**src/rtl/mem_arbiter_pkg.sv**
```systemverilog
// Shared constants for the memory arbiter: FSM/grant encodings, load/store
// width codes, the LOAD/STORE opcodes and the NOP instruction word.
package mem_arbiter_pkg;

   typedef enum logic [1:0] {
      ST_IDLE  = 2'd0,
      ST_FETCH = 2'd1,
      ST_DATA  = 2'd2
   } state_t;

   typedef enum logic {
      GNT_FETCH = 1'b0,
      GNT_DATA  = 1'b1
   } grant_t;

   localparam logic [6:0] OPC_LOAD  = 7'b000_0011;
   localparam logic [6:0] OPC_STORE = 7'b010_0011;

   localparam logic [2:0] F3_LB  = 3'b000;
   localparam logic [2:0] F3_LH  = 3'b001;
   localparam logic [2:0] F3_LW  = 3'b010;
   localparam logic [2:0] F3_LBU = 3'b100;
   localparam logic [2:0] F3_LHU = 3'b101;
   localparam logic [2:0] F3_SB  = 3'b000;
   localparam logic [2:0] F3_SH  = 3'b001;
   localparam logic [2:0] F3_SW  = 3'b010;

   localparam logic [31:0] INSN_NOP = 32'h0000_0013;

   function automatic logic [31:0] word_addr(input logic [31:0] addr);
      return {addr[31:2], 2'b00};
   endfunction

endpackage

```
**src/rtl/mem_arbiter_align.sv**
```systemverilog
// Combinational lane logic: byte enables, store lane replication,
// load extraction with sign/zero extension, and the alignment check.
module mem_align
   import mem_arbiter_pkg::*;
(
   input  logic [2:0]  func_3,
   input  logic [1:0]  offset,
   input  logic [31:0] wdata,
   input  logic [31:0] rdata,
   output logic [3:0]  be,
   output logic [31:0] wdata_lanes,
   output logic [31:0] load_data,
   output logic        misaligned
);

   logic [7:0]  byte_s;
   logic [15:0] half_s;

   // Select the addressed byte and half-word out of the read word
   always_comb begin
      byte_s = 8'h00;
      case (offset)
         2'b00:   byte_s = rdata[7:0];
         2'b01:   byte_s = rdata[15:8];
         2'b10:   byte_s = rdata[23:16];
         2'b11:   byte_s = rdata[31:24];
         default: byte_s = 8'h00;
      endcase
      half_s = offset[1] ? rdata[31:16] : rdata[15:0];
   end

   // Width decode; store codes share encodings with the signed load codes
   always_comb begin
      be          = 4'b1111;
      wdata_lanes = wdata;
      load_data   = rdata;
      misaligned  = 1'b0;
      case (func_3)
         F3_LB, F3_LBU: begin
            be          = 4'b0001 << offset;
            wdata_lanes = {4{wdata[7:0]}};
            load_data   = (func_3 == F3_LB) ? {{24{byte_s[7]}}, byte_s}
                                            : {24'h00_0000, byte_s};
         end
         F3_LH, F3_LHU: begin
            be          = 4'b0011 << offset;
            wdata_lanes = {2{wdata[15:0]}};
            load_data   = (func_3 == F3_LH) ? {{16{half_s[15]}}, half_s}
                                            : {16'h0000, half_s};
            misaligned  = offset[0];
         end
         F3_LW: begin
            misaligned = (offset != 2'b00);
         end
         default: begin
            misaligned = (offset != 2'b00);
         end
      endcase
   end

endmodule

```
**src/rtl/mem_arbiter.sv**
```systemverilog
// Arbitrates instruction fetch and load/store requests onto one memory port,
// with alternating priority, misalignment handling and a wait watchdog.
module mem_arbiter
   import mem_arbiter_pkg::*;
#(
   parameter int unsigned MAX_WAIT = 16
) (
   input  logic        clk,
   input  logic        reset,
   input  logic        if_req,
   input  logic [31:0] if_addr,
   output logic        if_valid,
   output logic [31:0] if_rdata,
   input  logic        dm_req,
   input  logic        dm_we,
   input  logic [2:0]  dm_func_3,
   input  logic [31:0] dm_addr,
   input  logic [31:0] dm_wdata,
   output logic        dm_ready,
   output logic [31:0] dm_rdata,
   output logic        dm_err,
   output logic        mem_req,
   output logic        mem_we,
   output logic [31:0] mem_addr,
   output logic [31:0] mem_wdata,
   output logic [3:0]  mem_be,
   input  logic        mem_ack,
   input  logic [31:0] mem_rdata,
   output logic        pipe_stall
);

   localparam int unsigned WCW = (MAX_WAIT < 2) ? 1 : $clog2(MAX_WAIT);
   localparam logic [WCW-1:0] WAIT_LAST = WCW'(MAX_WAIT - 1);

   state_t         state_r, state_s;
   grant_t         last_r, last_s;
   logic [WCW-1:0] wait_r, wait_s;
   logic           mem_req_r, mem_req_s;
   logic           mem_we_r, mem_we_s;
   logic [31:0]    mem_addr_r, mem_addr_s;
   logic [31:0]    mem_wdata_r, mem_wdata_s;
   logic [3:0]     mem_be_r, mem_be_s;
   logic           if_valid_r, if_valid_s;
   logic [31:0]    if_rdata_r, if_rdata_s;
   logic           dm_ready_r, dm_ready_s;
   logic [31:0]    dm_rdata_r, dm_rdata_s;
   logic           dm_err_r, dm_err_s;

   logic           dm_pend_s, if_pend_s, pick_data_s, pick_fetch_s;
   logic [3:0]     be_s;
   logic [31:0]    lanes_s, load_s;
   logic           dm_mis_s;

   mem_align u_align (
      .func_3      (dm_func_3),
      .offset      (dm_addr[1:0]),
      .wdata       (dm_wdata),
      .rdata       (mem_rdata),
      .be          (be_s),
      .wdata_lanes (lanes_s),
      .load_data   (load_s),
      .misaligned  (dm_mis_s)
   );

   // A requester whose completion pulse is out this cycle is not pending again
   always_comb begin
      dm_pend_s    = dm_req & ~dm_ready_r;
      if_pend_s    = if_req & ~if_valid_r;
      pick_data_s  = dm_pend_s & ~((last_r == GNT_DATA) & if_pend_s);
      pick_fetch_s = if_pend_s & ~pick_data_s;
      pipe_stall   = dm_pend_s | if_pend_s;
   end

   // Next-state and next-output logic; everything lands in registers
   always_comb begin
      state_s     = state_r;
      last_s      = last_r;
      wait_s      = wait_r;
      mem_req_s   = mem_req_r;
      mem_we_s    = mem_we_r;
      mem_addr_s  = mem_addr_r;
      mem_wdata_s = mem_wdata_r;
      mem_be_s    = mem_be_r;
      if_valid_s  = 1'b0;
      if_rdata_s  = if_rdata_r;
      dm_ready_s  = 1'b0;
      dm_rdata_s  = dm_rdata_r;
      dm_err_s    = 1'b0;
      case (state_r)
         ST_IDLE: begin
            wait_s    = '0;
            mem_req_s = 1'b0;
            if (pick_data_s) begin
               last_s = GNT_DATA;
               if (dm_mis_s) begin
                  dm_ready_s = 1'b1;
                  dm_err_s   = 1'b1;
                  dm_rdata_s = 32'h0000_0000;
               end else begin
                  state_s     = ST_DATA;
                  mem_req_s   = 1'b1;
                  mem_we_s    = dm_we;
                  mem_addr_s  = word_addr(dm_addr);
                  mem_wdata_s = lanes_s;
                  mem_be_s    = be_s;
               end
            end else if (pick_fetch_s) begin
               last_s = GNT_FETCH;
               if (if_addr[1:0] != 2'b00) begin
                  if_valid_s = 1'b1;
                  if_rdata_s = INSN_NOP;
               end else begin
                  state_s     = ST_FETCH;
                  mem_req_s   = 1'b1;
                  mem_we_s    = 1'b0;
                  mem_addr_s  = word_addr(if_addr);
                  mem_wdata_s = 32'h0000_0000;
                  mem_be_s    = 4'b1111;
               end
            end else begin
               state_s = ST_IDLE;
            end
         end
         ST_FETCH: begin
            if (mem_ack) begin
               state_s    = ST_IDLE;
               mem_req_s  = 1'b0;
               wait_s     = '0;
               if_valid_s = 1'b1;
               if_rdata_s = mem_rdata;
            end else if (wait_r == WAIT_LAST) begin
               state_s    = ST_IDLE;
               mem_req_s  = 1'b0;
               wait_s     = '0;
               if_valid_s = 1'b1;
               if_rdata_s = INSN_NOP;
            end else begin
               wait_s = wait_r + WCW'(1);
            end
         end
         ST_DATA: begin
            if (mem_ack) begin
               state_s    = ST_IDLE;
               mem_req_s  = 1'b0;
               wait_s     = '0;
               dm_ready_s = 1'b1;
               dm_rdata_s = mem_we_r ? 32'h0000_0000 : load_s;
            end else if (wait_r == WAIT_LAST) begin
               state_s    = ST_IDLE;
               mem_req_s  = 1'b0;
               wait_s     = '0;
               dm_ready_s = 1'b1;
               dm_err_s   = 1'b1;
               dm_rdata_s = 32'h0000_0000;
            end else begin
               wait_s = wait_r + WCW'(1);
            end
         end
         default: begin
            state_s   = ST_IDLE;
            mem_req_s = 1'b0;
            wait_s    = '0;
         end
      endcase
   end

   // State and output registers; reset abandons any transaction in flight
   always_ff @(posedge clk) begin
      if (reset) begin
         state_r     <= ST_IDLE;
         last_r      <= GNT_FETCH;
         wait_r      <= '0;
         mem_req_r   <= 1'b0;
         mem_we_r    <= 1'b0;
         mem_addr_r  <= 32'h0000_0000;
         mem_wdata_r <= 32'h0000_0000;
         mem_be_r    <= 4'b0000;
         if_valid_r  <= 1'b0;
         if_rdata_r  <= 32'h0000_0000;
         dm_ready_r  <= 1'b0;
         dm_rdata_r  <= 32'h0000_0000;
         dm_err_r    <= 1'b0;
      end else begin
         state_r     <= state_s;
         last_r      <= last_s;
         wait_r      <= wait_s;
         mem_req_r   <= mem_req_s;
         mem_we_r    <= mem_we_s;
         mem_addr_r  <= mem_addr_s;
         mem_wdata_r <= mem_wdata_s;
         mem_be_r    <= mem_be_s;
         if_valid_r  <= if_valid_s;
         if_rdata_r  <= if_rdata_s;
         dm_ready_r  <= dm_ready_s;
         dm_rdata_r  <= dm_rdata_s;
         dm_err_r    <= dm_err_s;
      end
   end

   assign mem_req   = mem_req_r;
   assign mem_we    = mem_we_r;
   assign mem_addr  = mem_addr_r;
   assign mem_wdata = mem_wdata_r;
   assign mem_be    = mem_be_r;
   assign if_valid  = if_valid_r;
   assign if_rdata  = if_rdata_r;
   assign dm_ready  = dm_ready_r;
   assign dm_rdata  = dm_rdata_r;
   assign dm_err    = dm_err_r;

endmodule

```
**config.mk**
```make
export PLATFORM = sky130hd
export DESIGN_NAME = mem_arbiter
export DESIGN_NICKNAME = d
export VERILOG_FILES = /design/src/rtl/mem_arbiter_pkg.sv /design/src/rtl/mem_arbiter_align.sv /design/src/rtl/mem_arbiter.sv
export SDC_FILE = /design/constraint.sdc
export NUM_CORES = 1
export LEC_CHECK = 0
export ABC_AREA = 1
export CAP_MARGIN = 25
export CORE_ASPECT_RATIO = 1.5
export CORE_MARGIN = 1.5
export CORE_UTILIZATION = 44
export DETAILED_ROUTE_END_ITERATION = 10
export PLACE_DENSITY = 0.81
export SLEW_MARGIN = 20
export SYNTH_ARGS = -nofsm -noshare
export SYNTH_HDL_FRONTEND = slang
export SYNTH_SLANG_ARGS = --single-unit
export TNS_END_PERCENT = 5
```
**constraint.sdc**
```tcl
create_clock -name clk -period 2 [get_ports clk]
set_clock_uncertainty 0.2 [all_clocks]
set_input_delay 0.4 -clock clk [delete_from_list [all_inputs] [get_ports clk]]
set_output_delay 0.4 -clock clk [all_outputs]
set_load 0.02 [all_outputs]
```
Yosys cells after proc, flatten, opt, wreduce, memory -nomap -nowiden

Cells that the tools add are included.

Bits in registers: 144
Latch bits: 0
Memory bits (writable): 0
ROM bits: 0
Input bits: 137
Output and inout port bits: 138
Word-level logic and storage cells: 128
Memories: 0

$add $sub $neg: 1
$mul: 0
Div/mod/pow operators: 0
Magnitude comparators: 0
Eq/ne operators: 21
Shift-type cells: 2
Muxes and demuxes: 63
Bitwise operators: 11
Reductions and logical operators: 17

Operators by type and width:

| cell                | number |
|---|---|
| $mux 32             | 20 |
| $pmux 32 s2         | 4 |
| $pmux 8 s4          | 1 |
| $mux 1              | 20 |
| $mux 16             | 1 |
| $mux 4              | 4 |
| $ne 2x2->1 const B  | 7 |
| $mux 2              | 6 |
| $pmux 1 s2          | 5 |
| $reduce_bool 2->1   | 5 |
| $ne 3x3->1 const B  | 3 |
| $pmux 4 s2          | 1 |
| $reduce_and 4->1    | 2 |
| $eq 2x2->1 const B  | 3 |
| $eq 3x3->1 const B  | 2 |
| $reduce_or 2->1     | 3 |
| $and 1x1->1         | 5 |
| $not 1->1           | 5 |
| $reduce_and 5->1    | 1 |
| $add 4x1->4 const B | 1 |
| $eq 2x1->1 const B  | 2 |
| $eq 4x4->1 const B  | 1 |
| $logic_not 2->1     | 2 |
| $ne 4x4->1 const B  | 1 |
| other kinds (10)    | 10 |

Longest topological paths before layout

Depth in word-level cells: 10
Depth in mapped cells: 12
Gate-level depth less buffers: 11

Cells and area by module

From an unflattened synthesis, not the netlist that was laid out.

Cells, all modules: 1302
Area, all modules: 7945.1 um^2

Modules (own cells, without submodules):

| module      | times used | cells each | area each (um^2) | sequential area each (um^2) |
|---|---|---|---|---|
| mem_arbiter | 1          | 1043       | 6764.0           | 2842.7 |
| mem_align   | 1          | 259        | 1181.1           | 0.0 |

Least setup slack after synthesis

No wires, ideal clock.

Kind: flip-flop to flip-flop
From: reg if_valid_r, in the netlist if_valid
To: reg mem_addr_r[18], in the netlist mem_addr[18]
Library setup time: 0.113 ns
Data arrival time: 1.516 ns
Data required time: 1.687 ns
Slack: 0.171 ns
Stages on the path, launching flop included: 11
Path buffers: 2
Period minus slack after synthesis: 1.829 ns
Cells stage by stage: dfxtp_1 -> inv_1 -> nand3_1 -> nand2_2 -> nand2_2 -> o21ai_2 -> nand2_2 -> buf_4 -> buf_2 -> o21ai_1 -> nor2_1

Cells in the longest elaborated chain, start to end: 9
Elaborated cells between the ends (all ways): 12
Those cells by class: eq/ne: 2; mux: 1; bitwise: 7; reduce/logical: 2

Ends and longest elaborated chain:

| element                     | line               | text |
|---|---|---|
| start, declared             | mem_arbiter.sv:43  | `logic if_valid_r, if_valid_s;` |
| start signal, assigned      | mem_arbiter.sv:192 | `if_valid_r <= if_valid_s;` |
| $not 1->1 *                 | mem_arbiter.sv:68  | `if_pend_s = if_req & ~if_valid_r;` |
| $and 1x1->1 *               | mem_arbiter.sv:68  |  |
| $and 1x1->1                 | mem_arbiter.sv:69  | `pick_data_s = dm_pend_s & ~((last_r == GNT_DATA) & if_pend_s);` |
| $not 1->1                   | mem_arbiter.sv:69  |  |
| $and 1x1->1                 | mem_arbiter.sv:69  |  |
| $not 1->1                   | mem_arbiter.sv:70  | `pick_fetch_s = if_pend_s & ~pick_data_s;` |
| $and 1x1->1                 | mem_arbiter.sv:70  |  |
| $reduce_bool 2->1 (no line) | n/a                |  |
| $reduce_and 4->1 (no line)  | n/a                |  |
| end signal, assigned        | mem_arbiter.sv:189 | `mem_addr_r <= mem_addr_s;` |
| end, declared               | mem_arbiter.sv:40  | `logic [31:0] mem_addr_r, mem_addr_s;` |

Mark *: on every way between the ends. The rest lies on a longest branch, timed or not.
A chain may end at the register's enable or synchronous reset.

Worst setup path in the final report

From: reg mem_wdata_r[31], in the netlist mem_wdata[31]
To: out mem_wdata[31]

RTL lines:

| element                | line               | text |
|---|---|---|
| start, declared        | mem_arbiter.sv:41  | `logic [31:0] mem_wdata_r, mem_wdata_s;` |
| start signal, assigned | mem_arbiter.sv:190 | `mem_wdata_r <= mem_wdata_s;` |
| end, declared          | mem_arbiter.sv:25  | `output logic [31:0] mem_wdata,` |

No word-level cell between the ends.

==> run summary <==
run status - finished, final reports clean
DIE WIDTH - 105 um
Max Freq - 507 MHz
max-slew violations - 0
wire per inst - 16.0 um
Slowest-stage cell, CP - clkdlybuf4s50_1
Placed Instances - 1518
max-cap violations - 0
WP data required - 1.40 ns
CORE AREA - 15200 um2
Synth Warn # - 0
CTS H-Tree Depth - 4
n_diodes - 0
minimum clock period - 1.97 ns
Inserted Clock Buffers - 17
final period utilization - 98.6%
CTS tree - done
Setup CP Type - reg -> out
vias in the first global route - 7634
clk_lat worst skew - 0.42 ns
Congestion Overflow GR - 0
worst path cell trace - clkdlybuf4s50_1
top_reg_cell synth - dfxtp_1
main area contributors after synthesis - dfxtp_1 (41%), nand2_1 (16%), a21oi_1 (7.9%)
worst setup margin - 0.0274 ns
critical path endpoint - mem_wdata[31]
Critical Path AT - 1.37 ns
# DRC - 0
All-Layer GR Usage - 29.3%
R2R depth - 13
DRT iter0 DRCs - 362
Antenna Violating Nets Remaining - 0
pre-CTS setup slack - -0.481 ns
Tot Pwr - 11100 uW
Yosys cell types - 29
critical path depth in cells - 1
final setup TNS - 0 ns
row cnt - 55
CTS Sinks - 142
count leader, synth - nand2_1
Die ar. - 16400 um2
Detailed Place HPWL - 18200 um
Hold Violations, Final - 0
global-route wire length before repair - 37800 um
RSZ-0062 raised after global routing - true
Leakage - 0.00588 uW
routed vias - 7872
Initial Util - 45.2%
1st-pass router iterations - 7
Fillers - 1226
clock buffer depth - 2
root buf cell - clkbuf_16
placed cell area - 10200 um2
DRT Wirelength - 24900 um
Worst-path clk slew - 0.07 ns
layout cell share with drive strength beyond 1 - 11.5%
Worst Setup SP - mem_wdata[31]$_SDFFE_PP0P_
I/O pin count - 275
sequential area share after synthesis - 41.3%
Crit Reg-Reg Startpoint - wait_r[1]$_SDFF_PP0_
synthesized cell area - 6880 um2
Synth top cells by count - nand2_1 (288), dfxtp_1 (142), nor2_1 (122), a21oi_1 (109), inv_1 (103)
largest net degree at the start of global routing - 66
Mapped Avg Cell Area - 6.59 um2
Layout Nets - 1486
Max VDD drop - 0.665 mV
final setup fails - 0
PD cells - 1000 nW/um2
Yosys top cell area share - 41.3%
Post-Synthesis Cells - 1044
type of origin of the critical path - flop
final std cells w/o fill - 1557
EDFF count, synth - 0
Synth async-reset ratio - 0%
Yosys reg bits - 142
r2r endpoint - dm_rdata[30]$_SDFFE_PP0P_
Min-Delay Path Class - in -> reg
Vert. Die Dim - 156 um
IO Port Bufs - 272
via-per-instance ratio - 5.06
post-route cell area - 11100 um2
initial antenna violation count - 0
Worst Path Max Fanout - 2
area leader, netlist - dfxtp_1
R2R setup slack - 0.08 ns
CP delay by family, top - buffers and inverters
GPL Wtd Cong - 0.890
Worst Setup End Kind - output port
synth-to-layout area growth - 60.6%
Critical path buffers and inverters - 1
max incr delay on CP - 0.62 ns
## placed cells by master (no fill, tap or decap), drive strengths merged
| cell | count |
|---|---|
| a21boi | 1 |
| a21oi | 109 |
| buf | 78 |
| bufinv | 2 |
| clkbuf | 21 |
| clkdlybuf4s50 | 174 |
| clkinv | 4 |
| clkinvlp | 3 |
| conb | 2 |
| dfxtp | 142 |
| dlygate4sd2 | 28 |
| dlymetal6s2s | 68 |
| ha | 4 |
| inv | 113 |
| nand2 | 293 |
| nand3 | 34 |
| nand4 | 15 |
| nor2 | 124 |
| nor3 | 39 |
| o211ai | 20 |
| o21a | 1 |
| o21ai | 62 |
| o22ai | 3 |
| or2 | 17 |
| xor2 | 1 |
## power breakdown
group | switching [uW] | total, uW | internal, uW
clock | 1330 | 3230 | 1900
combinational | 2450 | 4310 | 1860
sequential | 237 | 3540 | 3300
total | 4020 | 11100 | 7060
## through the flow
step / hold WS, ns / util (%)
after floorplan: 0.218 / -
after global placement: 0.228 / 66.8
after detailed placement: 0.241 / 66.8
after CTS: 0.0632 / 70.5
after global routing: 0.0646 / 72.7
final: 0.0719 / 72.7
## registers in the layout (all words and copies together), names as in the netlist
signal and flops:
dm_rdata 32, if_rdata 32, mem_wdata 32, mem_addr 30, mem_be 4, wait_r 4
state_r 2, dm_err 1, dm_ready 1, if_valid 1, last_r 1, mem_req 1
mem_we 1
## how the worst min path moves through the flow
| stage | from | end | slack, ns | depth (start not counted) |
|---|---|---|---|---|
| after CTS | reset | if_rdata[24]$_SDFFE_PP0P_ | 0.06 | 2 |
| after detailed placement | wait_r[0]$_SDFF_PP0_ | wait_r[0]$_SDFF_PP0_ | 0.24 | 1 |
| final | reset | if_rdata[24]$_SDFFE_PP0P_ | 0.07 | 2 |
| after floorplan | wait_r[0]$_SDFF_PP0_ | wait_r[0]$_SDFF_PP0_ | 0.22 | 1 |
| after global routing | reset | if_rdata[24]$_SDFFE_PP0P_ | 0.06 | 2 |
| after global placement | wait_r[0]$_SDFF_PP0_ | wait_r[0]$_SDFF_PP0_ | 0.23 | 1 |
## timing repair
item | CTS | global route
hold buffers | 0 | 0
gates resized for setup | 33 | 90
setup buffers | 0 | 5
endpoints found under the setup margin | 32 | 142
pin swaps | 0 | 6
gates cloned | 0 | 2
## metal layers
| metal | vias up | GRT usage (%) | share of wire [%] |
|---|---|---|---|
| li1 | 3926 | - | - |
| met1 | 3567 | 29.3 | 37 |
| met2 | 312 | 57.0 | 53 |
| met3 | 67 | 7.10 | 6.3 |
| met4 | 0 | 12.3 | 3.7 |
| met5 | - | 0 | 0 |
## kinds of logic (layout without fill, tap and decap cells)
kind of cell	count (synthesis)	count (layout)	share of synthesized area, %
fa+ha+maj	4	4	0.728
simple gates	522	522	31.6
other cells	1	2	0.0545
flops	142	142	41.3
compound gates	196	196	15.2
buf+inv	178	491	11.0
xor+xnor	1	1	0.127
## area by class of cell
type                       count  area, um2  area share, %
inverter                     109        412           3.73
multi-input combinational    725       3330           30.1
clock buffer                  19        443           4.01
timing repair buffer         350       3620           32.8
tap                          199        249           2.25
sequential                   142       2840           25.7
clock inverter                13        155           1.40
(Power assumes the default switching activity.)
